<file path="config.mk">
export PLATFORM = sky130hd
export DESIGN_NAME = vga_capture_480p
export DESIGN_NICKNAME = d
export VERILOG_FILES = /design/src/rtl/vga_capture_480p.sv
export SDC_FILE = /design/constraint.sdc
export NUM_CORES = 1
export LEC_CHECK = 0
export BUFFER_PORTS_ARGS = -buffer_cell sky130_fd_sc_hd__buf_4
export CAP_MARGIN = 10
export CORE_AREA = 2 2 116 118
export CTS_CLUSTER_DIAMETER = 30
export CTS_CLUSTER_SIZE = 14
export DETAILED_ROUTE_END_ITERATION = 10
export DIE_AREA = 0 0 118 120
export PLACE_DENSITY = 0.76
export SLEW_MARGIN = 20
export SYNTH_ARGS = -nofsm -noshare
export SYNTH_HDL_FRONTEND = slang
export SYNTH_SLANG_ARGS = --single-unit
</file>
<file path="constraint.sdc">
create_clock -name clk_pix -period 3.3 [get_ports clk_pix]
set_input_delay 0.33 -clock clk_pix [delete_from_list [all_inputs] [get_ports clk_pix]]
set_output_delay 0.33 -clock clk_pix [all_outputs]
set_load 0.02 [all_outputs]
</file>
<file path="src/rtl/vga_capture_480p.sv">
// Receive-side VGA capture: registers sync/colour from a 480p source, locks to its timing,
// and recovers signed pixel coordinates, data enable, line/frame strobes and colour.
module vga_capture_480p #(
  parameter int CORDW    = 16,
  parameter int CHANW    = 4,
  parameter int H_RES    = 640,
  parameter int V_RES    = 480,
  parameter int H_FP     = 16,
  parameter int H_SYNC   = 96,
  parameter int H_BP     = 48,
  parameter int V_FP     = 10,
  parameter int V_SYNC   = 2,
  parameter int V_BP     = 33,
  parameter int SYNC_POL = 0
) (
  input  logic             clk_pix,
  input  logic             rst_pix,
  input  logic             vga_hsync,
  input  logic             vga_vsync,
  input  logic [CHANW-1:0] vga_r,
  input  logic [CHANW-1:0] vga_g,
  input  logic [CHANW-1:0] vga_b,
  output logic [CORDW-1:0] cap_sx,
  output logic [CORDW-1:0] cap_sy,
  output logic             cap_de,
  output logic [CHANW-1:0] cap_r,
  output logic [CHANW-1:0] cap_g,
  output logic [CHANW-1:0] cap_b,
  output logic             cap_line,
  output logic             cap_frame,
  output logic             locked,
  output logic             err_h,
  output logic             err_v
);

  localparam int H_TOTAL = H_RES + H_FP + H_SYNC + H_BP;
  localparam int V_TOTAL = V_RES + V_FP + V_SYNC + V_BP;
  localparam logic [CORDW-1:0] H_TOT  = CORDW'(H_TOTAL);
  localparam logic [CORDW-1:0] H_LAST = CORDW'(H_TOTAL - 1);
  localparam logic [CORDW-1:0] V_TOT  = CORDW'(V_TOTAL);
  localparam logic [CORDW-1:0] V_LAST = CORDW'(V_TOTAL - 1);
  localparam logic [CORDW-1:0] H_OFS  = CORDW'(H_SYNC + H_BP);
  localparam logic [CORDW-1:0] V_OFS  = CORDW'(V_SYNC + V_BP);
  localparam logic [CORDW-1:0] H_ACT  = CORDW'(H_RES);
  localparam logic [CORDW-1:0] V_ACT  = CORDW'(V_RES);
  localparam logic [CORDW-1:0] H_SW   = CORDW'(H_SYNC);
  localparam logic [CORDW-1:0] V_SW   = CORDW'(V_SYNC);

  typedef enum logic [1:0] {UNLOCKED, HSEEN, MEASURE, LOCKED} state_t;
  state_t state, state_n;

  logic             hs1, vs1, hs1_d;
  logic [CHANW-1:0] r1, g1, b1;
  logic [CORDW-1:0] hcnt, hcnt_n, hs_w, hs_w_n, vcnt, vcnt_n, vs_w, vs_w_n;
  logic             vs_armed, vs_armed_n;
  logic             hs_rise, vclr, eh, ev, h_chk, v_chk;
  logic [CORDW-1:0] sx_n, sy_n;
  logic             lk_n, act_y, de_n;

  // Stage 1: input registers with syncs normalised to active-high
  always_ff @(posedge clk_pix) begin
    if (rst_pix) begin
      hs1 <= 1'b0; vs1 <= 1'b0; hs1_d <= 1'b0;
      r1 <= '0; g1 <= '0; b1 <= '0;
    end else begin
      hs1   <= (SYNC_POL != 0) ? vga_hsync : ~vga_hsync;
      vs1   <= (SYNC_POL != 0) ? vga_vsync : ~vga_vsync;
      hs1_d <= hs1;
      r1 <= vga_r; g1 <= vga_g; b1 <= vga_b;
    end
  end

  always_comb begin
    hs_rise    = hs1 & ~hs1_d;
    vclr       = hs_rise & vs1 & vs_armed;
    hcnt_n     = hs_rise ? '0 : ((hcnt == H_TOT) ? hcnt : hcnt + 1'b1);
    hs_w_n     = hs_rise ? CORDW'(1) : ((hs1 && hs_w != H_TOT) ? hs_w + 1'b1 : hs_w);
    vcnt_n     = vclr ? '0 : ((hs_rise && vcnt != V_TOT) ? vcnt + 1'b1 : vcnt);
    vs_w_n     = vclr ? CORDW'(1) : ((hs_rise && vs1 && vs_w != V_TOT) ? vs_w + 1'b1 : vs_w);
    vs_armed_n = vclr ? 1'b0 : (!vs1 ? 1'b1 : vs_armed);

    // Vertical history is only meaningful once a vsync-aligned clear has been seen
    h_chk = (state != UNLOCKED);
    v_chk = (state == MEASURE) || (state == LOCKED);
    eh = h_chk && ((hs_rise && (hcnt != H_LAST || hs_w != H_SW)) ||
                   (!hs_rise && hcnt == H_LAST));
    ev = v_chk && ((vclr && (vcnt != V_LAST || vs_w != V_SW)) ||
                   (hs_rise && !vclr && vcnt == V_LAST));

    state_n = state;
    case (state)
      UNLOCKED: if (hs_rise) state_n = HSEEN;
      HSEEN:    if (vclr)    state_n = MEASURE;
      MEASURE:  if (vclr)    state_n = LOCKED;
      default:  state_n = state;
    endcase
    if (eh || ev) state_n = UNLOCKED;

    sx_n  = hcnt_n - H_OFS;
    sy_n  = vcnt_n - V_OFS;
    lk_n  = (state_n == LOCKED);
    act_y = !sy_n[CORDW-1] && (sy_n < V_ACT);
    de_n  = lk_n && act_y && !sx_n[CORDW-1] && (sx_n < H_ACT);
  end

  always_ff @(posedge clk_pix) begin
    if (rst_pix) begin
      state <= UNLOCKED;
      hcnt <= '0; hs_w <= '0; vcnt <= '0; vs_w <= '0; vs_armed <= 1'b0;
      cap_sx <= '0; cap_sy <= '0; cap_de <= 1'b0;
      cap_r <= '0; cap_g <= '0; cap_b <= '0;
      cap_line <= 1'b0; cap_frame <= 1'b0; err_h <= 1'b0; err_v <= 1'b0;
    end else begin
      state <= state_n;
      hcnt <= hcnt_n; hs_w <= hs_w_n; vcnt <= vcnt_n; vs_w <= vs_w_n; vs_armed <= vs_armed_n;
      cap_sx    <= sx_n;
      cap_sy    <= sy_n;
      cap_de    <= de_n;
      cap_r     <= de_n ? r1 : '0;
      cap_g     <= de_n ? g1 : '0;
      cap_b     <= de_n ? b1 : '0;
      cap_line  <= lk_n && (sx_n == '0) && act_y;
      cap_frame <= lk_n && (sx_n == '0) && (sy_n == '0);
      err_h     <= eh;
      err_v     <= ev;
    end
  end

  // state is itself a register, so locked lines up with the cap_* outputs
  assign locked = (state == LOCKED);

endmodule

</file>
Yosys cells after proc, flatten, opt, wreduce, memory -nomap -nowiden
Cells that the tools add are included. W data, S select, Z words.

Eq/ne operators: 14. Bitwise logic cells: 7. Muxes and demuxes: 13. Add/sub/neg operators: 6. Reduce and logical (&&, ||, !) cells: 37. $lt $le $gt $ge: 2.

Operators with widths (number): $ne A16 B10 Y1 const B (5); $add A16 B1 Y16 const B (4); $mux W16 (4); $eq A16 B10 Y1 const B (3); $logic_not A16 Y1 (2); $logic_and A1 B1 Y1 (18); $lt A16 B10 Y1 const B (1); $lt A16 B9 Y1 const B (1); $ne A16 B2 Y1 const B (1); $ne A16 B7 Y1 const B (1); $sub A16 B6 Y16 const B (1); $sub A16 B8 Y16 const B (1); $mux W2 (4); $eq A2 B2 Y1 const B (3); $logic_or A1 B1 Y1 (6); $pmux W2 S3 (1); $reduce_bool A2 Y1 (3); $reduce_or A2 Y1 (3); $logic_not A1 Y1 (4); $mux W1 (4); $not A1 Y1 (4); $and A1 B1 Y1 (3); $eq A2 B1 Y1 const B (1); $logic_not A2 Y1 (1).

Register bits: 131. Input port bits: 16.

Longest topological paths before layout
Gate-level depths: netlist of run 1.

Word-level depth: 17. Gate-level depth with buffers: 16. Gate-level depth less buffers: 15.

Worst setup path before layout of run 1
Ideal clock, no wire load.

Kind: flip-flop to flip-flop. Start point: register hs1. End point: register cap_b[0]. Clock period less this slack: 3.482 ns. Library setup time: 0.060 ns. Path slack: -0.182 ns. Data arrival time: 3.423 ns. Stages on the path, launching flop included: 17. Cells stage by stage: dfxtp_1 -> buf_4 -> nor2b_1 -> buf_2 -> buf_1 -> nand2_1 -> xnor2_1 -> nor2_1 -> ha_1 -> a221o_1 -> o31ai_4 -> nand4_1 -> a211oi_1 -> o22ai_2 -> nor3_4 -> buf_6 -> and3_1.

Elaborated cells between the ends (all ways): 37.

RTL lines: start, declared (line 52) `logic hs1, vs1, hs1_d;`; start signal, assigned (line 66) `hs1 <= (SYNC_POL != 0) ? vga_hsync : ~vga_hsync;`; $and A1 B1 Y1 * (line 74) `hs_rise = hs1 & ~hs1_d;`; $and A1 B1 Y1 or $logic_and A1 B1 Y1 (tied branches) (line 75, 78); $and A1 B1 Y1 or $mux W16 (tied branches) (line 75, 78); $mux W16 * (line 78) `vcnt_n = vclr ? '0 : ((hs_rise && vcnt != V_TOT) ? vcnt + 1'b1 : vcnt);`; net vcnt_n[0] (line 54) `logic [CORDW-1:0] hcnt, hcnt_n, hs_w, hs_w_n, vcnt, vcnt_n, vs_w, vs_w_n;`; $sub A16 B6 Y16 * (line 100) `sy_n = vcnt_n - V_OFS;`; $lt A16 B9 Y1 or $logic_not A1 Y1 (tied branches) (line 102) `act_y = !sy_n[CORDW-1] && (sy_n < V_ACT);`; $logic_and A1 B1 Y1 * (line 102); $logic_and A1 B1 Y1 * (3 in series) (line 103) `de_n = lk_n && act_y && !sx_n[CORDW-1] && (sx_n < H_ACT);`; $not A1 Y1 (no source line) *; $reduce_or A2 Y1 (no source line) *; end signal, assigned (line 121) `cap_b <= de_n ? b1 : '0;`; end, declared (line 28) `output logic [CHANW-1:0] cap_b,`.

Mark *: on every way through the listed nets, which the timed path passes. The rest lies on a longest branch. A chain may end at the register's enable or synchronous reset.

Worst setup path after layout of run 1
Start point: register vcnt[15]. End point: register cap_b[2].

Elaborated cells between the ends (all ways): 24.

RTL lines: start, declared (line 54); start signal, assigned (line 115) `hcnt <= hcnt_n; hs_w <= hs_w_n; vcnt <= vcnt_n; vs_w <= vs_w_n; vs_armed <= vs_armed_n;`; $ne A16 B10 Y1 * (line 78); $logic_and A1 B1 Y1 * (line 78); $mux W16 * (2 in series) (line 78); net vcnt_n[1] (line 54); $sub A16 B6 Y16 * (line 100); $lt A16 B9 Y1 or $logic_not A1 Y1 (tied branches) (line 102); $logic_and A1 B1 Y1 * (line 102); $logic_and A1 B1 Y1 * (3 in series) (line 103); $not A1 Y1 (no source line) *; $reduce_or A2 Y1 (no source line) *.

Marks and branches as above.

==> results.cfg, run 1 <==
[floorplanning]
chipHeight_um = 120
row_count = 42
core_sq_mm = 0.0130
die_w_um = 118
initial_core_util = 0.488
die_area_sq_mm = 0.0142
ios = 66

[run]
maxCapViolCount = 0

[route]
vias = 5606
drc = 0
wl_met3_um = 816
wire_per_inst_um = 15.8
met2WireLength_um = 8000
vias_per_cell = 5.55
drt-initial-drc-count = 407
drtPass1Iterations = 5
wl_met1_um = 6760
routed.top_layer = met4
drt_wl_total_um = 16000
ant_nets = 0

[yosys]
synth_top_area_share = 0.402
yosys-top-cells-area = dfxtp_1 (40%), nor2_1 (6.9%), xor2_1 (4.2%)
synthesis.area_sq_mm = 0.00633
synthArstFlopShare = 0
seq_area_frac_synth = 0.402
yosys.area.top_type = dfxtp_1
synth_most_common_cell = dfxtp_1
synth_fa_ha_area_frac = 0.0277
syn_area_per_cell_sq_um = 8.80
synth_compound_area_frac = 0.108
synth_edf_count = 0
synthMuxAreaShare = 0.0302
synth_ff_type = dfxtp_1
synthSimpleGateAreaFrac = 0.311
syn_nets = 749
synth-seq-cells = 127
ys_warn_count = 0
synth.top_cells.by_count = dfxtp_1 (127), nor2_1 (116), nand2_1 (39), xor2_1 (30), xnor2_1 (28)
ys_types = 80
synth_xor_area_frac = 0.0803
synth_top_family_by_area = simple AND/OR/NAND/NOR gates
syn_inst = 719

[pwr]
p_leak_nw = 3.35
vdd_drop_max_v = 0.000336
p_per_area_mw_per_mm2 = 464

[grt]
grt_pass1_wl_um = 25500
grt_usage = 0.225
antenna_found_initial = 0
grt_pass1_vias = 5326
grt_max_degree = 60
overflow = 0

[timing]
setup_violations = 13
post-route-period-util = 1.02
min_period_ns = 3.36
rsz0062_at_grt = true
slew_viol_final = 0
setup_slack_ns = -0.0591
finClkSkew_ns = 0.0102
finalHoldViolCount = 0
clock.fmax_mhz = 298
slew_headroom = 0.411
tightest_slew_ns = 0.873

[layout]
area_delta_synth_final_pct = 26.0
antennaDiodeCount = 0
drive_above_1_share = 0.249
fin_nets = 852
post-route-util = 0.614
layout.cells.non_filler = 1011

[setup_path]
rr_startpoint = vcnt[15]
critPathKind = reg2reg
crit_arrival_ns = 3.74
critPathLaunch = vcnt[15]
cp-end-kind = flip-flop
start_kind = flip-flop
worstPathRequired_ns = 3.68
crit_path_max_fanout = 5

[placement]
place_inst = 972
portBuffers = 65
dp_hpwl_um = 11200
gp_congestion = 0.920

[outcome]
outcome = complete, but fails checks
violations = setup timing

[clocking]
htree_levels = 4
cts-root-buf = clkbuf_16
cts_made_buffers = 17
clkLatencyLatePin_ns = 0.44
cts_hold_buf = 0
cts_tree = done
clock_path_buffers = 2
cts_sinks = 127
clk_pin_slew_ns = 0.07

[hold_path]
hold_path_class = in2reg
min_from = vga_hsync
worst paths after layout:
kind	endpoint	slack [ns]	cells after the start
min	hs1	0.05	2
max reg2reg	cap_b[2]	-0.06	14
max	cap_b[2]	-0.06	14
min reg2reg	cap_g[0]	0.45	1
layout by cell type (no fill, tap or decap), types with 5 or more instances in the layout:
cell type,netlist,layout
nor2_1,116,115
nor3_1,17,17
and2_1,13,13
or4_1,6,6
a21oi_1,21,21
and4_1,5,5
xnor2_1,28,28
nand4_1,17,17
clkbuf_16,0,17
dfxtp_1,127,125
or3_1,9,9
inv_6,0,9
nand2b_1,7,7
mux2_2,6,6
and3_1,25,25
nor2b_1,18,18
inv_1,21,20
nand2_1,39,38
nand3_1,25,25
xor2_1,30,30
o21a_1,8,8
mux2i_1,11,10
buf_4,9,116
o21ai_0,17,17
ha_1,14,12
nor4_1,13,13
repair_timing:
| action | CTS | global route |
|---|---|---|
| setup endpoints to repair | 14 | 16 |
| gates resized for setup | 4 | 17 |
| pin swaps | 2 | 14 |
| setup buffers | 2 | 5 |
power breakdown:
group,internal [mW],switching (mW),total (mW)
Clock,1.07,0.809,1.88
Combinational,0.0971,0.128,0.226
Sequential,1.57,0.0188,1.59
layout make-up:
cell class / count / area (sq um)
Clock buffer: 17 / 425
Clock inverter: 15 / 159
Fill cell: 1079 / 5000
Inverter: 21 / 78.8
Multi-Input combinational cell: 536 / 3640
Sequential cell: 127 / 2540
Tap cell: 176 / 220
Timing Repair Buffer: 119 / 905
cell families after synthesis:
group,after synthesis
flip-flops,127
buffers and inverters,56
XOR/XNOR,58
adder cells (fa/ha/maj),14
AND/OR/NAND/NOR,352
multiplexers,18
AO/OA/AOI/OAI,94
worst max-delay path, stage by stage (launching register included):
cell and delay [ns]:
dfxtp_2 0.34, nor4_4 0.30, nand4_1 0.20, nand2_2 0.15, mux2i_2 0.26, nor2_2 0.08, ha_2 0.19, a221o_1 0.35
o31ai_4 0.34, nand4_1 0.15, a211oi_2 0.30, o22ai_2 0.13, nor3_4 0.24, buf_6 0.14, and3_1 0.15
sequential cells by signal (all words and copies together) (netlist names), 12 cells and up:
| register | count |
|---|---|
| vs_w | 16 |
| cap_sx | 16 |
| cap_sy | 16 |
| hcnt | 12 |
| hs_w | 16 |
| vcnt | 16 |
stage by stage:
| step | hold WS [ns] | power, mW | TNS (ns) | setup WS, ns | instance area [sq um] |
|---|---|---|---|---|---|
| finish | 0.0472 | 3.70 | -0.612 | -0.0591 | 7980 |
| global placement | 0.432 | 1.84 | -0.142 | -0.0127 | 7230 |
| detailed placement | 0.434 | 1.84 | -2.02 | -0.170 | 7230 |
| floorplan | 0.402 | 1.75 | 0 | 0.0381 | 6350 |
| CTS | 0.0356 | 3.70 | 0 | 0.0247 | 7850 |
| global route | 0.0356 | 3.82 | -3.01 | -0.235 | 7980 |
layer usage:
layer / GRT usage / vias to the layer above
li1: - / 2740
met1: 0.265 / 2650
met2: 0.385 / 182
met3: 0.0604 / 34
met4: 0.0986 / 0
met5: 0 / -
Note: power is estimated with default switching activity, not from simulation.
==> run 2: changes to the inputs <==
CORE_AREA = 2 2 138 140   (was 2 2 116 118)
DIE_AREA = 0 0 140 142   (was 0 0 118 120)
PLACE_DENSITY = 0.58   (was 0.76)
==> results.cfg, run 2 (synthesis gave the netlist of run 1 again) <==
[outcome]
outcome = complete, but fails checks
violations = DRC

[timing]
clock.fmax_mhz = 314
tightest_slew_ns = 0.808
finalSetupTns_ns = 0
slew_viol_final = 0
slew_headroom = 0.460
post-route-period-util = 0.964
finClkSkew_ns = 0.00888
setup_violations = 0
min_period_ns = 3.18
finalHoldViolCount = 0
setup_slack_ns = 0.118
rsz0062_at_grt = true

[route]
vias_per_cell = 4.92
drt_wl_total_um = 15300
vias = 5321
ant_nets = 0
drt-initial-drc-count = 389
drtPass1Iterations = 10
wire_per_inst_um = 14.1
drc = 10

[placement]
dp_hpwl_um = 11200
place_inst = 1045
portBuffers = 65
place_ws_ns = -0.0275
gp_congestion = 0.864
dpl_cell_area_sq_mm = 0.00743

[setup_path]
cp-end-kind = flip-flop
critPathKind = reg2reg
worstPathRequired_ns = 3.67
crit_path_max_fanout = 13
start_kind = flip-flop
crit_arrival_ns = 3.55

[clocking]
cts_sinks = 127
cts_made_buffers = 17
cts_tree = done
htree_levels = 4
clk_pin_slew_ns = 0.06
clock_path_buffers = 2
cts-root-buf = clkbuf_16
clkLatencyLatePin_ns = 0.43

[grt]
antenna_found_initial = 0
grt_pass1_vias = 5002
grt_usage = 0.160
grt_max_degree = 59
overflow = 0
grt_pass1_wl_um = 25400

[floorplanning]
initial_core_util = 0.343
chipHeight_um = 142
ios = 66
die_w_um = 140
core_sq_mm = 0.0185
row_count = 50
die_area_sq_mm = 0.0199

[layout]
layout.cells.non_filler = 1082
final_common_cell = buf_4
fin_nets = 865
final_cell_area_sq_mm = 0.00813
drive_above_1_share = 0.264
final_cell_mix = buf_4 (130), dfxtp_1 (126), nor2_1 (114), nand2_1 (38), xor2_1 (30)
area_delta_synth_final_pct = 28.4
antennaDiodeCount = 0

[pwr]
total_power_mw = 3.64
vdd_drop_max_v = 0.000359
p_per_area_mw_per_mm2 = 447
p_leak_nw = 3.38

[hold_path]
hold_path_class = in2reg

[run]
maxCapViolCount = 0
run 2: cell count changes in the layout (fill, tap and decap cells not counted), sizes merged:
| cell | delta |
|---|---|
| buf | +13 |
| clkinv | +3 |
| clkinvlp | +1 |
| inv | -4 |
run 2: worst paths after layout:
path	startpoint	to	slack [ns]	cells past startpoint
max	vcnt[5]	cap_b[3]	0.12	14
min	vga_vsync	vs1	0.05	2
max reg2reg	vcnt[5]	cap_b[3]	0.12	14
min reg2reg	r1[1]	cap_r[1]	0.44	1
run 2: metrics by stage:
| step | util | hold slack, ns |
|---|---|---|
| after floorplan | - | 0.402 |
| after global placement | 0.403 | 0.431 |
| after detailed placement | 0.403 | 0.434 |
| after CTS | 0.436 | 0.0404 |
| after global routing | 0.440 | 0.0462 |
| final | 0.440 | 0.0507 |
run 2: power by group:
group	total [mW]	leakage [nW]	switching [mW]	internal, mW
registers	1.59	1.04	0.0166	1.57
clock network	1.82	0.278	0.760	1.06
logic	0.230	2.06	0.129	0.101
total	3.64	3.38	0.905	2.73
run 2: worst max-delay path, stage by stage (launching register included):
cell,delay [ns]
dfxtp_2,0.36
nor4_4,0.31
nand4_1,0.21
nand2_2,0.15
mux2i_2,0.26
nor2_2,0.07
ha_2,0.19
a221o_1,0.33
o31ai_4,0.25
nand4_1,0.14
a211oi_2,0.24
o22ai_2,0.14
nor3_4,0.17
buf_12,0.15
and3_1,0.14
run 2: final cells by class:
class | count | area, sq um
Fill cell | 1846 | 10300
Multi-Input combinational cell | 536 | 3630
Sequential cell | 127 | 2540
Timing Repair Buffer | 132 | 1010
Clock buffer | 17 | 425
Tap cell | 234 | 293
Clock inverter | 15 | 149
Inverter | 21 | 78.8
run 2: repair_timing:
item | in CTS | in global routing
setup buffers | 3 | 2
setup endpoints to repair | 13 | 16
hold buffers | 0 | 0
pin swaps | 4 | 3
endpoints found under the hold margin | 0 | 0
gates resized for setup | 3 | 16
run 2: metal layers:
metal,wire [um],global-route usage,vias to the layer above,part of all wire
met5,0,0,-,0
met4,251,0.0558,0,0.016
met3,617,0.0343,22,0.040
met2,7160,0.260,92,0.47
met1,7220,0.210,2443,0.47
li1,-,-,2764,-
==> run 3: changes to the inputs <==
--- a/config.mk
+++ b/config.mk
@@ -6,12 +6,14 @@
 export NUM_CORES = 1
 export LEC_CHECK = 0
+export ABC_AREA = 1
 export BUFFER_PORTS_ARGS = -buffer_cell sky130_fd_sc_hd__buf_4
 export CAP_MARGIN = 10
-export CORE_AREA = 2 2 138 140
+export CORE_AREA = 2 2 139 141
 export CTS_CLUSTER_DIAMETER = 30
 export CTS_CLUSTER_SIZE = 14
 export DETAILED_ROUTE_END_ITERATION = 10
-export DIE_AREA = 0 0 140 142
+export DIE_AREA = 0 0 141 143
 export PLACE_DENSITY = 0.58
+export SETUP_SLACK_MARGIN = 0.5
 export SLEW_MARGIN = 20
 export SYNTH_ARGS = -nofsm -noshare
==> constraint.sdc (replaced) <==
create_clock -name clk_pix -period 3.3 [get_ports clk_pix]
set_input_delay 0.66 -clock clk_pix [delete_from_list [all_inputs] [get_ports clk_pix]]
set_output_delay 0.66 -clock clk_pix [all_outputs]
set_load 0.02 [all_outputs]
==> results.cfg, run 3 <==
[yosys]
synth_edf_count = 0
synth.top_cells.by_count = nand2_1 (207), nor2_1 (145), inv_1 (137), dfxtp_1 (127), nand3_1 (74)
ys_warn_count = 0
synth_top_area_share = 0.394
ys_types = 40
syn_nets = 965
synth_ff_type = dfxtp_1
seq_area_frac_synth = 0.394
yosys.area.top_type = dfxtp_1
synth-seq-cells = 127
synthArstFlopShare = 0
synthesis.area_sq_mm = 0.00645
syn_area_per_cell_sq_um = 6.90
yosys-top-cells-area = dfxtp_1 (39%), nand2_1 (12%), nor2_1 (8.4%)
synth_most_common_cell = nand2_1
syn_inst = 935

[clocking]
cts-root-buf = clkbuf_16
clk_pin_slew_ns = 0.06
cts_sinks = 127
htree_levels = 4
cts_made_buffers = 17
clock_path_buffers = 2
clkLatencyLatePin_ns = 0.42
cts_hold_buf = 0
cts_tree = done

[floorplanning]
die_area_sq_mm = 0.0202
core_sq_mm = 0.0186
die_w_um = 141
row_count = 50
ios = 66
initial_core_util = 0.347
chipHeight_um = 143

[grt]
grt_pass1_wl_um = 25400
grt_pass1_vias = 5431
grt_usage = 0.158
grt_max_degree = 51
overflow = 0
antenna_found_initial = 0

[timing]
min_period_ns = 2.62
slew_viol_final = 0
rsz0062_at_grt = true
finClkSkew_ns = 0.0102
setup_violations = 0
hold_slack_ns = 0.400
slew_headroom = 0.586
finalSetupTns_ns = 0
finalHoldViolCount = 0
tightest_slew_ns = 0.616
clock.fmax_mhz = 382
post-route-period-util = 0.794

[setup_path]
worstPathRequired_ns = 3.66
crit_arrival_ns = 2.98
cp-end-kind = flip-flop
critPathKind = reg2reg
start_kind = flip-flop
crit_path_max_fanout = 13

[layout]
antennaDiodeCount = 0
final_cell_area_sq_mm = 0.00798
fin_nets = 1052
area_delta_synth_final_pct = 23.8
final_common_cell = nand2_1
final_cell_mix = nand2_1 (202), nor2_1 (138), inv_1 (133), dfxtp_1 (119), buf_4 (86)
drive_above_1_share = 0.211
nFillCells = 1918

[placement]
portBuffers = 65
gp_congestion = 0.849
dpl_cell_area_sq_mm = 0.00715
dp_hpwl_um = 11300

[pwr]
p_per_area_mw_per_mm2 = 471
total_power_mw = 3.76
p_leak_nw = 3.66
vdd_drop_max_v = 0.000391

[route]
drt-initial-drc-count = 384
drtPass1Iterations = 5
vias_per_cell = 4.66
drt_wl_total_um = 15400
ant_nets = 0
drc = 0
vias = 5910
wire_per_inst_um = 12.2

[run]
maxCapViolCount = 0

[hold_path]
hold_path_class = in2reg

[outcome]
outcome = finished, final reports clean
## run 3: changes by cell type in the layout (fill, tap and decap cells not counted), sizes merged, moves of 25 or more
cell   before  now
buf       132   88
xnor2      28    2
nand2      40  226
inv        29  146
and3       25    0
nand3      27   81
nor2      117  170
## run 3: final timing paths
kind	startpoint	to	slack (ns)	cells past startpoint
worst max-delay path	vcnt[1]	cap_b[3]	0.68	20
worst min-delay path	vga_vsync	vs1	0.40	2
worst max register to register	vcnt[1]	cap_b[3]	0.68	20
worst min register to register	g1[3]	cap_g[3]	0.41	2
## run 3: kinds of logic (layout without fill, tap and decap cells)
logic type | after synthesis | count (layout) | synth area share
flip-flops | 127 | 127 | 0.394
AND/OR/NAND/NOR | 542 | 542 | 0.392
buffers and inverters | 165 | 264 | 0.104
XOR/XNOR | 15 | 15 | 0.0204
adder cells (fa/ha/maj) | 14 | 14 | 0.0272
AO/OA/AOI/OAI | 72 | 73 | 0.0621
## run 3: worst max-delay path, cell delays in order, from the launching register on
cell and delay (ns):
dfxtp_2 0.34, inv_2 0.06, ha_1 0.14, nand3_1 0.08, nor2_2 0.10, nand2_2 0.10, nand2_4 0.09, buf_8 0.13
clkinvlp_4 0.14, nand2_2 0.08, nand2_1 0.07, nand2_4 0.09, nand2_2 0.08, nor2_4 0.19, nand4_1 0.12, nand2_1 0.10
nand3_2 0.09, nor2_4 0.17, nand4_4 0.12, buf_12 0.17, nor2_1 0.09
## run 3: cell type report
| cell class | instances | area, sq um | area share |
|---|---|---|---|
| Inverter | 144 | 547 | 0.0685 |
| Tap cell | 234 | 293 | 0.0367 |
| Clock buffer | 21 | 450 | 0.0564 |
| Multi-Input combinational cell | 644 | 3350 | 0.420 |
| Sequential cell | 127 | 2550 | 0.320 |
| Timing Repair Buffer | 88 | 681 | 0.0853 |
| Clock inverter | 11 | 108 | 0.0135 |
## run 3: power by group
| group | switching [mW] | internal [mW] |
|---|---|---|
| registers | 0.0257 | 1.59 |
| clock network | 0.709 | 1.06 |
| logic | 0.240 | 0.140 |
## run 3: layer usage
metal  vias to the layer above  wire (um)  global-route usage
li1                       3118          -                   -
met1                      2665       7490               0.212
met2                       106       7050               0.247
met3                        21        597              0.0349
met4                         0        298              0.0626
met5                         -          0                   0
## run 3: metrics by stage
stage	cells	util	setup slack, ns
floorplan	935	-	0.688
global placement	1219	0.385	0.0815
detailed placement	1219	0.385	0.0634
CTS	1257	0.419	0.501
global route	1269	0.430	0.419
finish	1269	0.430	0.679
## run 3: what timing repair did
action | CTS | global route
gates resized for setup | 5 | 36
buffers inserted | 5 | 12
pin swaps | 4 | 14
gates cloned | 1 | 0
setup endpoints to repair | 13 | 16
